<file path="src/rtl/mem_arbiter_if.sv">
// mem_arbiter_if: one requester port of the memory arbiter.
// The master drives a request (address, store data, byte mask, read strobe);
// the slave answers with read data and a one-cycle done pulse.
interface mem_arbiter_if;
  logic [31:0] addr;
  logic [31:0] wdata;
  logic [3:0]  wmask;
  logic        rstrb;
  logic [31:0] rdata;
  logic        done;

  modport master (
    output addr, wdata, wmask, rstrb,
    input  rdata, done
  );

  modport slave (
    input  addr, wdata, wmask, rstrb,
    output rdata, done
  );
endinterface

</file>
<file path="src/rtl/mem_arbiter.sv">
// mem_arbiter: shares the single-ported Memory block between the RISC-V core
// (port m0) and a second bus master (port m1, DMA or debug loader).
// Each access runs IDLE -> ISSUE -> DONE: the winner's request is latched on
// leaving IDLE, the memory port is driven for exactly one cycle from the
// latches, and read data returns with a one-cycle done pulse.
// Optional feature: define ARB_ROUND_ROBIN_EN to alternate winners on a tie;
// by default port 0 always wins a tie.
module mem_arbiter (
  input  logic          clk,
  input  logic          resetn,
  mem_arbiter_if.slave  m0,
  mem_arbiter_if.slave  m1,
  output logic [31:0]   mem_addr,
  output logic [31:0]   mem_wdata,
  output logic [3:0]    mem_wmask,
  output logic          mem_rstrb,
  input  logic [31:0]   mem_rdata
);

  typedef enum logic [1:0] {IDLE, ISSUE, DONE} state_t;

  state_t      state;
  state_t      state_next;
  logic        start;
  logic        pend0;
  logic        pend1;
  logic        prefer1;
  logic        win;
  logic        grant;
  logic        last;
  logic [31:0] addr_q;
  logic [31:0] wdata_q;
  logic [3:0]  wmask_q;
  logic        rstrb_q;
  logic [31:0] rdata0_q;
  logic [31:0] rdata1_q;
  logic        done0;
  logic        done1;

  assign pend0 = m0.rstrb | (|m0.wmask);
  assign pend1 = m1.rstrb | (|m1.wmask);

  // Pick the winner among pending requests; only matters on a tie.
  always_comb begin
`ifdef ARB_ROUND_ROBIN_EN
    // Serve whichever port was not served last, so neither can starve.
    prefer1 = ~last;
`else
    // Fixed priority to the CPU; last is still tracked but does not steer.
    prefer1 = last & 1'b0;
`endif
    win = 1'b0;
    if (pend0 && pend1) begin
      win = prefer1;
    end else if (pend1) begin
      win = 1'b1;
    end
  end

  // Next-state logic; start marks the IDLE->ISSUE edge that latches a request.
  always_comb begin
    state_next = state;
    start      = 1'b0;
    case (state)
      IDLE: begin
        if (pend0 || pend1) begin
          start      = 1'b1;
          state_next = ISSUE;
        end
      end
      ISSUE:   state_next = DONE;
      DONE:    state_next = IDLE;
      default: state_next = IDLE;
    endcase
  end

  // State register, request latch and per-port read-data hold registers.
  always_ff @(posedge clk or negedge resetn) begin
    if (!resetn) begin
      state    <= IDLE;
      grant    <= 1'b0;
      last     <= 1'b1;
      addr_q   <= '0;
      wdata_q  <= '0;
      wmask_q  <= '0;
      rstrb_q  <= 1'b0;
      rdata0_q <= '0;
      rdata1_q <= '0;
    end else begin
      state <= state_next;
      if (start) begin
        grant   <= win;
        last    <= win;
        addr_q  <= win ? m1.addr  : m0.addr;
        wdata_q <= win ? m1.wdata : m0.wdata;
        wmask_q <= win ? m1.wmask : m0.wmask;
        rstrb_q <= win ? m1.rstrb : m0.rstrb;
      end
      if (state == DONE && rstrb_q) begin
        if (grant) begin
          rdata1_q <= mem_rdata;
        end else begin
          rdata0_q <= mem_rdata;
        end
      end
    end
  end

  // The memory port comes only from registers, so no requester input reaches
  // it combinationally; strobes are gated by ISSUE and drop as soon as reset
  // forces the state back to IDLE.
  assign mem_addr  = addr_q;
  assign mem_wdata = wdata_q;
  assign mem_wmask = (state == ISSUE) ? wmask_q : 4'b0000;
  assign mem_rstrb = (state == ISSUE) & rstrb_q;

  assign done0 = (state == DONE) & ~grant;
  assign done1 = (state == DONE) &  grant;

  // Fresh memory data is forwarded during the done cycle, the held copy otherwise.
  assign m0.done  = done0;
  assign m1.done  = done1;
  assign m0.rdata = done0 ? mem_rdata : rdata0_q;
  assign m1.rdata = done1 ? mem_rdata : rdata1_q;

endmodule
</file>
<file path="src/flat_wrapper.sv">
// flat-port wrapper written by rule: the top's interface ports become plain ports
module mem_arbiter_flat 
  (clk, resetn, mem_addr, mem_wdata, mem_wmask, mem_rstrb, mem_rdata, m0_addr, m0_wdata, m0_wmask, m0_rstrb, m0_rdata, m0_done, m1_addr, m1_wdata, m1_wmask, m1_rstrb, m1_rdata, m1_done);
  mem_arbiter_if m0_i ();
  mem_arbiter_if m1_i ();
  input  logic clk;
  input  logic resetn;
  output logic [31:0] mem_addr;
  output logic [31:0] mem_wdata;
  output logic [3:0] mem_wmask;
  output logic mem_rstrb;
  input  logic [31:0] mem_rdata;
  input wire logic [$bits(m0_i.addr)-1:0] m0_addr;
  input wire logic [$bits(m0_i.wdata)-1:0] m0_wdata;
  input wire logic [$bits(m0_i.wmask)-1:0] m0_wmask;
  input wire logic [$bits(m0_i.rstrb)-1:0] m0_rstrb;
  output wire logic [$bits(m0_i.rdata)-1:0] m0_rdata;
  output wire logic [$bits(m0_i.done)-1:0] m0_done;
  input wire logic [$bits(m1_i.addr)-1:0] m1_addr;
  input wire logic [$bits(m1_i.wdata)-1:0] m1_wdata;
  input wire logic [$bits(m1_i.wmask)-1:0] m1_wmask;
  input wire logic [$bits(m1_i.rstrb)-1:0] m1_rstrb;
  output wire logic [$bits(m1_i.rdata)-1:0] m1_rdata;
  output wire logic [$bits(m1_i.done)-1:0] m1_done;
  assign m0_i.addr = m0_addr;
  assign m0_i.wdata = m0_wdata;
  assign m0_i.wmask = m0_wmask;
  assign m0_i.rstrb = m0_rstrb;
  assign m0_rdata = m0_i.rdata;
  assign m0_done = m0_i.done;
  assign m1_i.addr = m1_addr;
  assign m1_i.wdata = m1_wdata;
  assign m1_i.wmask = m1_wmask;
  assign m1_i.rstrb = m1_rstrb;
  assign m1_rdata = m1_i.rdata;
  assign m1_done = m1_i.done;
  mem_arbiter u_core (.clk(clk), .resetn(resetn), .m0(m0_i), .m1(m1_i), .mem_addr(mem_addr), .mem_wdata(mem_wdata), .mem_wmask(mem_wmask), .mem_rstrb(mem_rstrb), .mem_rdata(mem_rdata));
endmodule
</file>
<file path="config.mk">
export PLATFORM = sky130hd
export DESIGN_NAME = mem_arbiter_flat
export DESIGN_NICKNAME = d
export VERILOG_FILES = /design/src/rtl/mem_arbiter_if.sv /design/src/rtl/mem_arbiter.sv /design/src/flat_wrapper.sv
export SDC_FILE = /design/constraint.sdc
export NUM_CORES = 1
export LEC_CHECK = 0
export CELL_PAD_IN_SITES_DETAIL_PLACEMENT = 1
export CELL_PAD_IN_SITES_GLOBAL_PLACEMENT = 1
export CORE_MARGIN = 4
export CORE_UTILIZATION = 31
export DETAILED_ROUTE_END_ITERATION = 10
export PLACE_DENSITY = 0.91
export SYNTH_ARGS = -nofsm -noshare
export SYNTH_HDL_FRONTEND = slang
export SYNTH_SLANG_ARGS = --single-unit
</file>
<file path="constraint.sdc">
create_clock -name clk -period 2.7 [get_ports clk]
set_clock_uncertainty 0.2 [all_clocks]
set_input_delay 0.81 -clock clk [delete_from_list [all_inputs] [get_ports clk]]
set_output_delay 0.81 -clock clk [all_outputs]
set_load 0.005 [all_outputs]
</file>
# Word level (Yosys, flattened, before mapping)
# Index checks and enable logic that the tools add are counted.
[op_classes]
eq_ne = 3
muxes = 13
bitwise_logic = 6
reduce_logical = 8
[op_table]
columns = ["op", "count"]
rows = [
  ["$mux 32", 4],
  ["$mux 4", 2],
  ["$reduce_or 4->1", 2],
  ["$mux 1", 5],
  ["$pmux 2 s2", 1],
  ["$reduce_and 2->1", 2],
  ["$and 1x1->1", 3],
  ["$eq 2x1->1 const B", 1],
  ["$eq 2x2->1 const B", 1],
  ["$logic_and 1x1->1", 2],
  ["$logic_not 2->1", 1],
  ["$mux 2", 1],
  ["$ne 2x1->1 const B", 1],
  ["$or 1x1->1", 2],
  ["$logic_or 1x1->1", 1],
  ["$not 1->1", 1],
]
[word_totals]
ff_bits = 136
input_bits = 172

# Depth between registers and ports, before layout
# Gate-level depths: netlist of run 1.
[depth]
ltp_word = 5
ltp_mapped = 6
mapped_depth_nobuf = 4

# Worst setup path after synthesis of run 1
# No wires, ideal clock.
[synth_path]
kind = "register to output"
start = "register u_core.state[0]"
end = "output m0_rdata[10]"
t_arrival_ns = 1.486
t_required_ns = 1.690
setup_slack_ns = 0.204
path_stages_with_launch = 4
path_cell_list = "dfrtp_1 nor3b_2 clkbuf_1 mux2_2"
[synth_via]
elab_chain_cells = 3
[synth_rtl]
columns = ["element", "line", "source"]
rows = [
  ["start: declaration", "mem_arbiter.sv:22", "state_t state;"],
  ["start signal: assignment", "mem_arbiter.sv:90", "state <= state_next;"],
  ["$eq 2x2->1", "mem_arbiter.sv:117", "assign done0 = (state == DONE) & ~grant;"],
  ["$and 1x1->1", "mem_arbiter.sv:117", ""],
  ["$mux 32", "mem_arbiter.sv:123", "assign m0.rdata = done0 ? mem_rdata : rdata0_q;"],
  ["end: declaration", "flat_wrapper.sv:17", "output wire logic [$bits(m0_i.rdata)-1:0] m0_rdata;"],
]
# Every way passes these cells.

# Final worst setup path of run 1
[layout_path]
start = "register u_core.state[0]"
end = "output m0_rdata[17]"
# Same word-level chain as after synthesis.

==> results of run 1 <==
==> through the flow <==
| stage | std cells | power (uW) | hold WS (ns) | setup slack [ns] | instance area, sq um |
|---|---|---|---|---|---|
| 6_report | 1185 | 13400 | 0.153 | -0.283 | 11400 |
| 5_1_grt | 1185 | 14000 | 0.167 | -0.373 | 11400 |
| 4_1_cts | 1182 | 12900 | 0.166 | -0.267 | 11100 |
| 3_5_place_dp | 1120 | 9970 | 0.286 | -0.436 | 9990 |
| 3_3_place_gp | 1120 | 9660 | 0.279 | -0.409 | 9990 |
| 2_1_floorplan | 537 | 6220 | 0.254 | 0.204 | 6280 |
==> power breakdown <==
part           switching [uW]  total (uW)  internal, uW  leakage [uW]
logic                    2810        7220          4410       0.00318
clock network             941        2410          1470      0.000285
registers                 655        3740          3090       0.00154
total                    4400       13400          8970       0.00501
==> repair_timing <==
action                     4_1_cts  5_1_grt
pin swaps                       23       17
setup endpoints to repair       71       71
buffers inserted                27        4
gates resized for setup        419       67
cloned                           6        1
==> per-layer routing <==
metal	vias up	wire length, um
met5	-	0
met4	0	607
met3	39	1210
met2	186	14900
met1	3079	11100
li1	2735	-
==> final timing paths <==
path	cells after the start	slack, ns	end	from
setup / recovery	7	-0.28	m0_rdata[17]	u_core.state[0]$_DFFE_PN0P_
hold / removal	1	0.15	u_core.rdata0_q[20]$_DFFE_PN0P_	resetn
setup reg to reg	8	0.37	u_core.rdata1_q[4]$_DFFE_PN0P_	u_core.state[1]$_DFFE_PN0P_
hold reg to reg	1	0.31	u_core.rdata1_q[28]$_DFFE_PN0P_	u_core.rdata1_q[28]$_DFFE_PN0P_
max in group asynchronous	2	1.55	u_core.mem_addr[2]$_DFFE_PN0P_	resetn
min in group clk	1	0.31	u_core.rdata1_q[28]$_DFFE_PN0P_	u_core.rdata1_q[28]$_DFFE_PN0P_
==> registers in the layout (all words and copies together), names as in the netlist <==
name / cells
u_core.state: 2
u_core.rdata0_q: 32
u_core.grant: 1
u_core.rdata1_q: 32
u_core.wmask_q: 4
u_core.mem_wdata: 32
u_core.rstrb_q: 1
u_core.mem_addr: 32
==> cell usage in the layout, fill, tap and decap left out, types with 18 or more instances in the layout <==
cell type and instances:
a2bb2oi_1 69, buf_2 25, buf_4 49, buf_6 60, clkbuf_16 18, clkdlybuf4s50_1 234
dfrtp_1 135, mux2_2 64, mux2_4 31, nand2_1 38, nand2_2 42, o22ai_1 64
==> logic make-up (layout without fill, tap and decap cells) <==
group	Yosys count	in the layout	synth area share
AO/OA/AOI/OAI	141	141	0.170
buffers and inverters	45	427	0.0384
flip-flops	136	136	0.542
multiplexers	96	96	0.172
other	0	1	0
AND/OR/NAND/NOR	119	119	0.0780
==> area by class of cell <==
| class | instances | area [sq um] | area share |
|---|---|---|---|
| flip-flops and latches | 136 | 3400 | 0.298 |
| clock inverters | 11 | 150 | 0.0131 |
| clock buffers | 19 | 443 | 0.0387 |
| inverters | 1 | 5.00 | 0.000438 |
| diodes | 1 | 2.50 | 0.000219 |
| multi-input cells | 356 | 3020 | 0.264 |
| repair buffers | 396 | 4070 | 0.356 |
| well taps | 265 | 332 | 0.0290 |
==> results.md, run 1 <==
- Die Y: 150 um
- First-pass GRT wire length: 41000 um
- Clock sinks: 136
- Critical Path End Type: output port
- Synth Cell Area: 0.00628 sq mm
- RePlAce Congestion: 0.795
- # DRC: 0
- Share of layout cells above drive strength 1: 0.387
- CP most frequent cell: buf_6
- Number of flops mapped to enable cells by yosys: 0
- #FFs+latches synth: 136
- # setup viols final: 66
- Leakage: 0.00501 uW
- Hold Buf Count CTS: 0
- Post-Synthesis Cells: 537
- Clock buffer depth: 2
- Yosys cell types: 24
- Avg WL per Cell: 23.4 um
- Gr ovfl total: 0
- Post-synth top flop: dfrtp_1
- Arrival time at the worst endpoint: 1.97 ns
- Buf/Inv on CP: 5
- Post-DP HPWL: 17900 um
- RSZ-0062 raised after global routing: yes
- Util after Layout: 0.580
- CTS Buf Count: 17
- Share of the synthesized area in the top cell type: 0.542
- Vias per cell: 5.10
- Max-cap violations: 0
- Initial Utilization: 0.319
- Clk Latency, worst-skew pair: 0.42 ns
- Startpoint class of the critical path: flop
- CTS root buf: clkbuf_16
- Outcome: complete, but fails checks
- Core ar.: 0.0197 sq mm
- HP Class: in -> async
- Slowest-stage cell, CP: dfrtp_1
- Ys Warns: 0
- Final wirelength: 27800 um
- Vias in the first global route: 6891
- Pwr/cell area: 1170 mW/mm^2
- Synth top area cells: dfrtp_1 (54%), mux2_2 (17%), a2bb2oi_1 (9.6%)
- Crit-path leading delay family: buffers and inverters
- Mapped Avg Cell Area: 11.7 sq um
- Final ANT Viol Nets: 0
- Slew margin rel.: 0.501
- Nets: 1080
- Initial antenna violation count: 1
- Met2 Usage GRT: 0.435
- Ys async rst share: 1.00
- Worst-Margin Slew: 0.748 ns
- Vias: 6039
- Reg clk slew, reported paths: 0.07 ns
- Post-synth top cells: dfrtp_1 (136), nand2_1 (97), mux2_2 (95), a2bb2oi_1 (69), o22ai_1 (64)
- Initial DRC count: 199
- Post-synthesis net count: 709
- Yosys top cell by area: dfrtp_1
- Routing usage on met3: 0.0482
- DRT Pass-1 Iters: 4
- Die Area: 0.0226 sq mm
- Worst-path cell chain: buf_6 > nor3b_4 > buf_4 > buf_12 > buf_8 > mux2_4 > buf_6
- Die width: 150 um
- Crit-path max FO: 8
- Post-synthesis sequential area ratio: 0.542
- H-tree Lvls: 4
- Final Hold Viols: 0
- Peak supply drop: 0.603 mV
- Min Tclk post-route: 2.98 ns
- Top Ports: 307
- WP data required: 1.69 ns
- CTS tree: yes
- Fmax achieved: 0.335 GHz
- Max-slew violations: 0
- # port buffers: 306
- Fin crit share: 1.10
- Setup CP Type: reg -> out
- Met1 usage: 0.283
- GRT Max-Usage Layer: met2
- CP max stage delay: 0.38 ns
- Failing checks: setup timing
- Synthesis-to-finish area growth: 81.9%
- Total Routing Usage GR: 0.239
- Setup TNS Final: -14.34 ns
- Site row count: 51
- Setup ws final: -0.283 ns
- Count leader, synth: dfrtp_1
- Largest net degree at the start of global routing: 71
- Fill count: 1977
Power figures use the tool's default switching activity.
==> inputs of run 2 (changes only) <==
--- a/config.mk
+++ b/config.mk
@@ -11,6 +11,7 @@
 export CORE_UTILIZATION = 31
 export DETAILED_ROUTE_END_ITERATION = 10
 export PLACE_DENSITY = 0.91
+export RECOVER_POWER = 25
 export SYNTH_ARGS = -nofsm -noshare
 export SYNTH_HDL_FRONTEND = slang
 export SYNTH_SLANG_ARGS = --single-unit
==> run 2 against run 1 <==
Effect of this change: the run still ends with setup timing left; setup slack about the same; via count about the same; die area unchanged; critical path depth unchanged; combinational power about the same; flip-flop and latch count unchanged; register-to-register slack about the same; global-route usage unchanged; final area decreased by 0.28%; largest power group unchanged.
==> results.md, run 2 (synthesized netlist as in run 1, its figures left out) <==
- Outcome: complete, but fails checks
- Failing checks: setup timing
- Final Hold Viols: 0 (unchanged)
- Final wirelength: 27800 um (about the same)
- Post-DP HPWL: 17900 um (unchanged)
- Crit-path leading delay family: buffers and inverters
- Site row count: 51 (unchanged)
- # port buffers: 306 (unchanged)
- WP data required: 1.69 ns (about the same)
- Setup CP Type: reg -> out
- Most common cell after layout, fill and taps aside: clkdlybuf4s50_1
- Reg-to-reg endpoint: u_core.rdata1_q[6]$_DFFE_PN0P_
- CP most frequent cell: buf_6
- Die Area: 0.0226 sq mm (unchanged)
- Min-Delay Endpoint: u_core.rdata1_q[28]$_DFFE_PN0P_
- Startpoint class of the critical path: flop
- Total Routing Usage GR: 0.239 (unchanged)
- Pwr/cell area: 1170 mW/mm^2 (+0.24%)
- Slowest-stage cell, CP: dfrtp_1
- Leakage: 0.00499 uW (-0.36%)
- CTS root buf: clkbuf_16
- Vias in the first global route: 6891 (unchanged)
- Register area: 0.00340 sq mm (unchanged)
- Core ar.: 0.0197 sq mm (unchanged)
- Synthesis-to-finish area growth: 81.4%
- Fill count: 1982 (+0.25%)
- Peak supply drop: 0.603 mV (about the same)
- Top Ports: 307 (unchanged)
- Critical Path End Type: output port
- Flop2flop setup slack: 0.37 ns (about the same)
- CTS tree: yes
- Setup ws final: -0.283 ns (-0.0000180 ns)
- RePlAce Congestion: 0.795 (unchanged)
- Max-cap violations: 0 (unchanged)
- Util after Layout: 0.578 (-0.00165)
- Crit-path max FO: 8 (unchanged)
- CP max stage delay: 0.38 ns (about the same)
- HP Class: reg -> reg
- Avg WL per Cell: 23.4 um (about the same)
- Setup TNS Final: -14.33 ns (+0.0113 ns)
- RSZ-0062 raised after global routing: yes
- Initial antenna violation count: 1 (unchanged)
- Hold Startpoint: u_core.rdata1_q[28]$_DFFE_PN0P_
- Clock sinks: 136 (unchanged)
- Share of layout cells above drive strength 1: 0.384 (-0.00326)
- # setup viols final: 66 (unchanged)
- Die width: 150 um (unchanged)
- Initial Utilization: 0.319 (unchanged)
- Final Non-Filler Cells: 1185 (unchanged)
- Slew margin rel.: 0.0446 (-0.456)
- Gr ovfl total: 0 (unchanged)
- Placed insts: 1120 (unchanged)
- H-tree Lvls: 4 (unchanged)
- Worst-path cell chain: buf_6 > nor3b_4 > buf_4 > buf_12 > buf_8 > mux2_4 > buf_6
- Vias per cell: 5.09 (about the same)
- Final ANT Viol Nets: 0 (unchanged)
- Vias: 6034 (-0.083%)
- Largest net degree at the start of global routing: 71 (unchanged)
- Worst r2r src: u_core.state[1]$_DFFE_PN0P_
- Fin crit share: 1.10 (about the same)
- Most frequent cells in the layout: clkdlybuf4s50_1 (234), dfrtp_1 (135), a2bb2oi_1 (69)
- First-pass GRT wire length: 41000 um (unchanged)
- Min Tclk post-route: 2.98 ns (+0.0000180 ns)
- Worst-Margin Slew: 1.43 ns (+0.685 ns)
- Worst hold stages: 1
- Fmax achieved: 0.335 GHz (about the same)
- Hold slack: 0.307 ns (+0.153 ns)
- Initial DRC count: 198 (-0.50%)
- Clock buffer depth: 2 (unchanged)
- # DRC: 0 (unchanged)
- Die Y: 150 um (unchanged)
- Max-slew violations: 0 (unchanged)
- Multi-input logic area: 0.00302 sq mm (unchanged)
- Total power draw: 13400 uW (about the same)
- Reg clk slew, reported paths: 0.06 ns (about the same)
- CTS Buf Count: 17 (unchanged)
- Buf/Inv on CP: 5 (unchanged)
- Clk Latency, worst-skew pair: 0.42 ns (about the same)
- Worst R2R Path Depth: 8 (unchanged)
- Nets: 1080 (unchanged)
- Arrival time at the worst endpoint: 1.97 ns (about the same)
- DRT Pass-1 Iters: 4 (unchanged)
==> run 2: routing by layer <==
metal,vias up,global-route usage,part of all wire
met5,-,0,0
met4,0,0.0746,0.022
met3,39,0.0482,0.044
met2,184,0.435,0.54
met1,3077,0.283,0.40
li1,2734,-,-
==> run 2: worst max path at each step <==
stage	startpoint	end	slack [ns]	cells past startpoint
global placement	mem_rdata[24]	m0_rdata[24]	-0.41	3
floorplan	u_core.state[0]$_DFFE_PN0P_	m0_rdata[10]	0.20	3
finish	u_core.state[0]$_DFFE_PN0P_	m0_rdata[17]	-0.28	7
detailed placement	mem_rdata[24]	m0_rdata[24]	-0.44	3
global route	u_core.state[0]$_DFFE_PN0P_	m0_rdata[20]	-0.37	7
CTS	u_core.state[0]$_DFFE_PN0P_	m0_rdata[25]	-0.27	7
==> run 2: worst register-to-register path, stage by stage, from the launching register on <==
cell	delay, ns
dfrtp_2	0.42
buf_6	0.14
nand3b_1	0.17
clkinv_2	0.14
buf_12	0.16
buf_16	0.15
nand2_1	0.09
buf_4	0.33
mux2_2	0.40
==> run 2: cell type report <==
| cell class | count | area share |
|---|---|---|
| inverter | 1 | 0.000439 |
| antenna | 1 | 0.000220 |
| timing repair buffer | 396 | 0.355 |
| tap | 265 | 0.0291 |
| sequential | 136 | 0.299 |
| clock buffer | 19 | 0.0389 |
| multi-input combinational | 356 | 0.265 |
| clock inverter | 11 | 0.0132 |
==> run 2: through the flow <==
step	setup slack (ns)	cell area (sq um)
6_report	-0.283	11400
5_1_grt	-0.373	11400
2_1_floorplan	0.204	6280
3_3_place_gp	-0.409	9990
3_5_place_dp	-0.436	9990
4_1_cts	-0.267	11100
==> run 2: what timing repair did <==
item	CTS	global route
hold buffers	0	0
cloned	6	1
gates resized for setup	419	67
endpoints found under the setup margin	71	71
setup buffers	27	4
pin swaps	23	17
==> run 2: power by group <==
group	internal [uW]	total (uW)	switching, uW
combinational	4400	7210	2810
sequential	3090	3740	655
clock	1470	2410	941
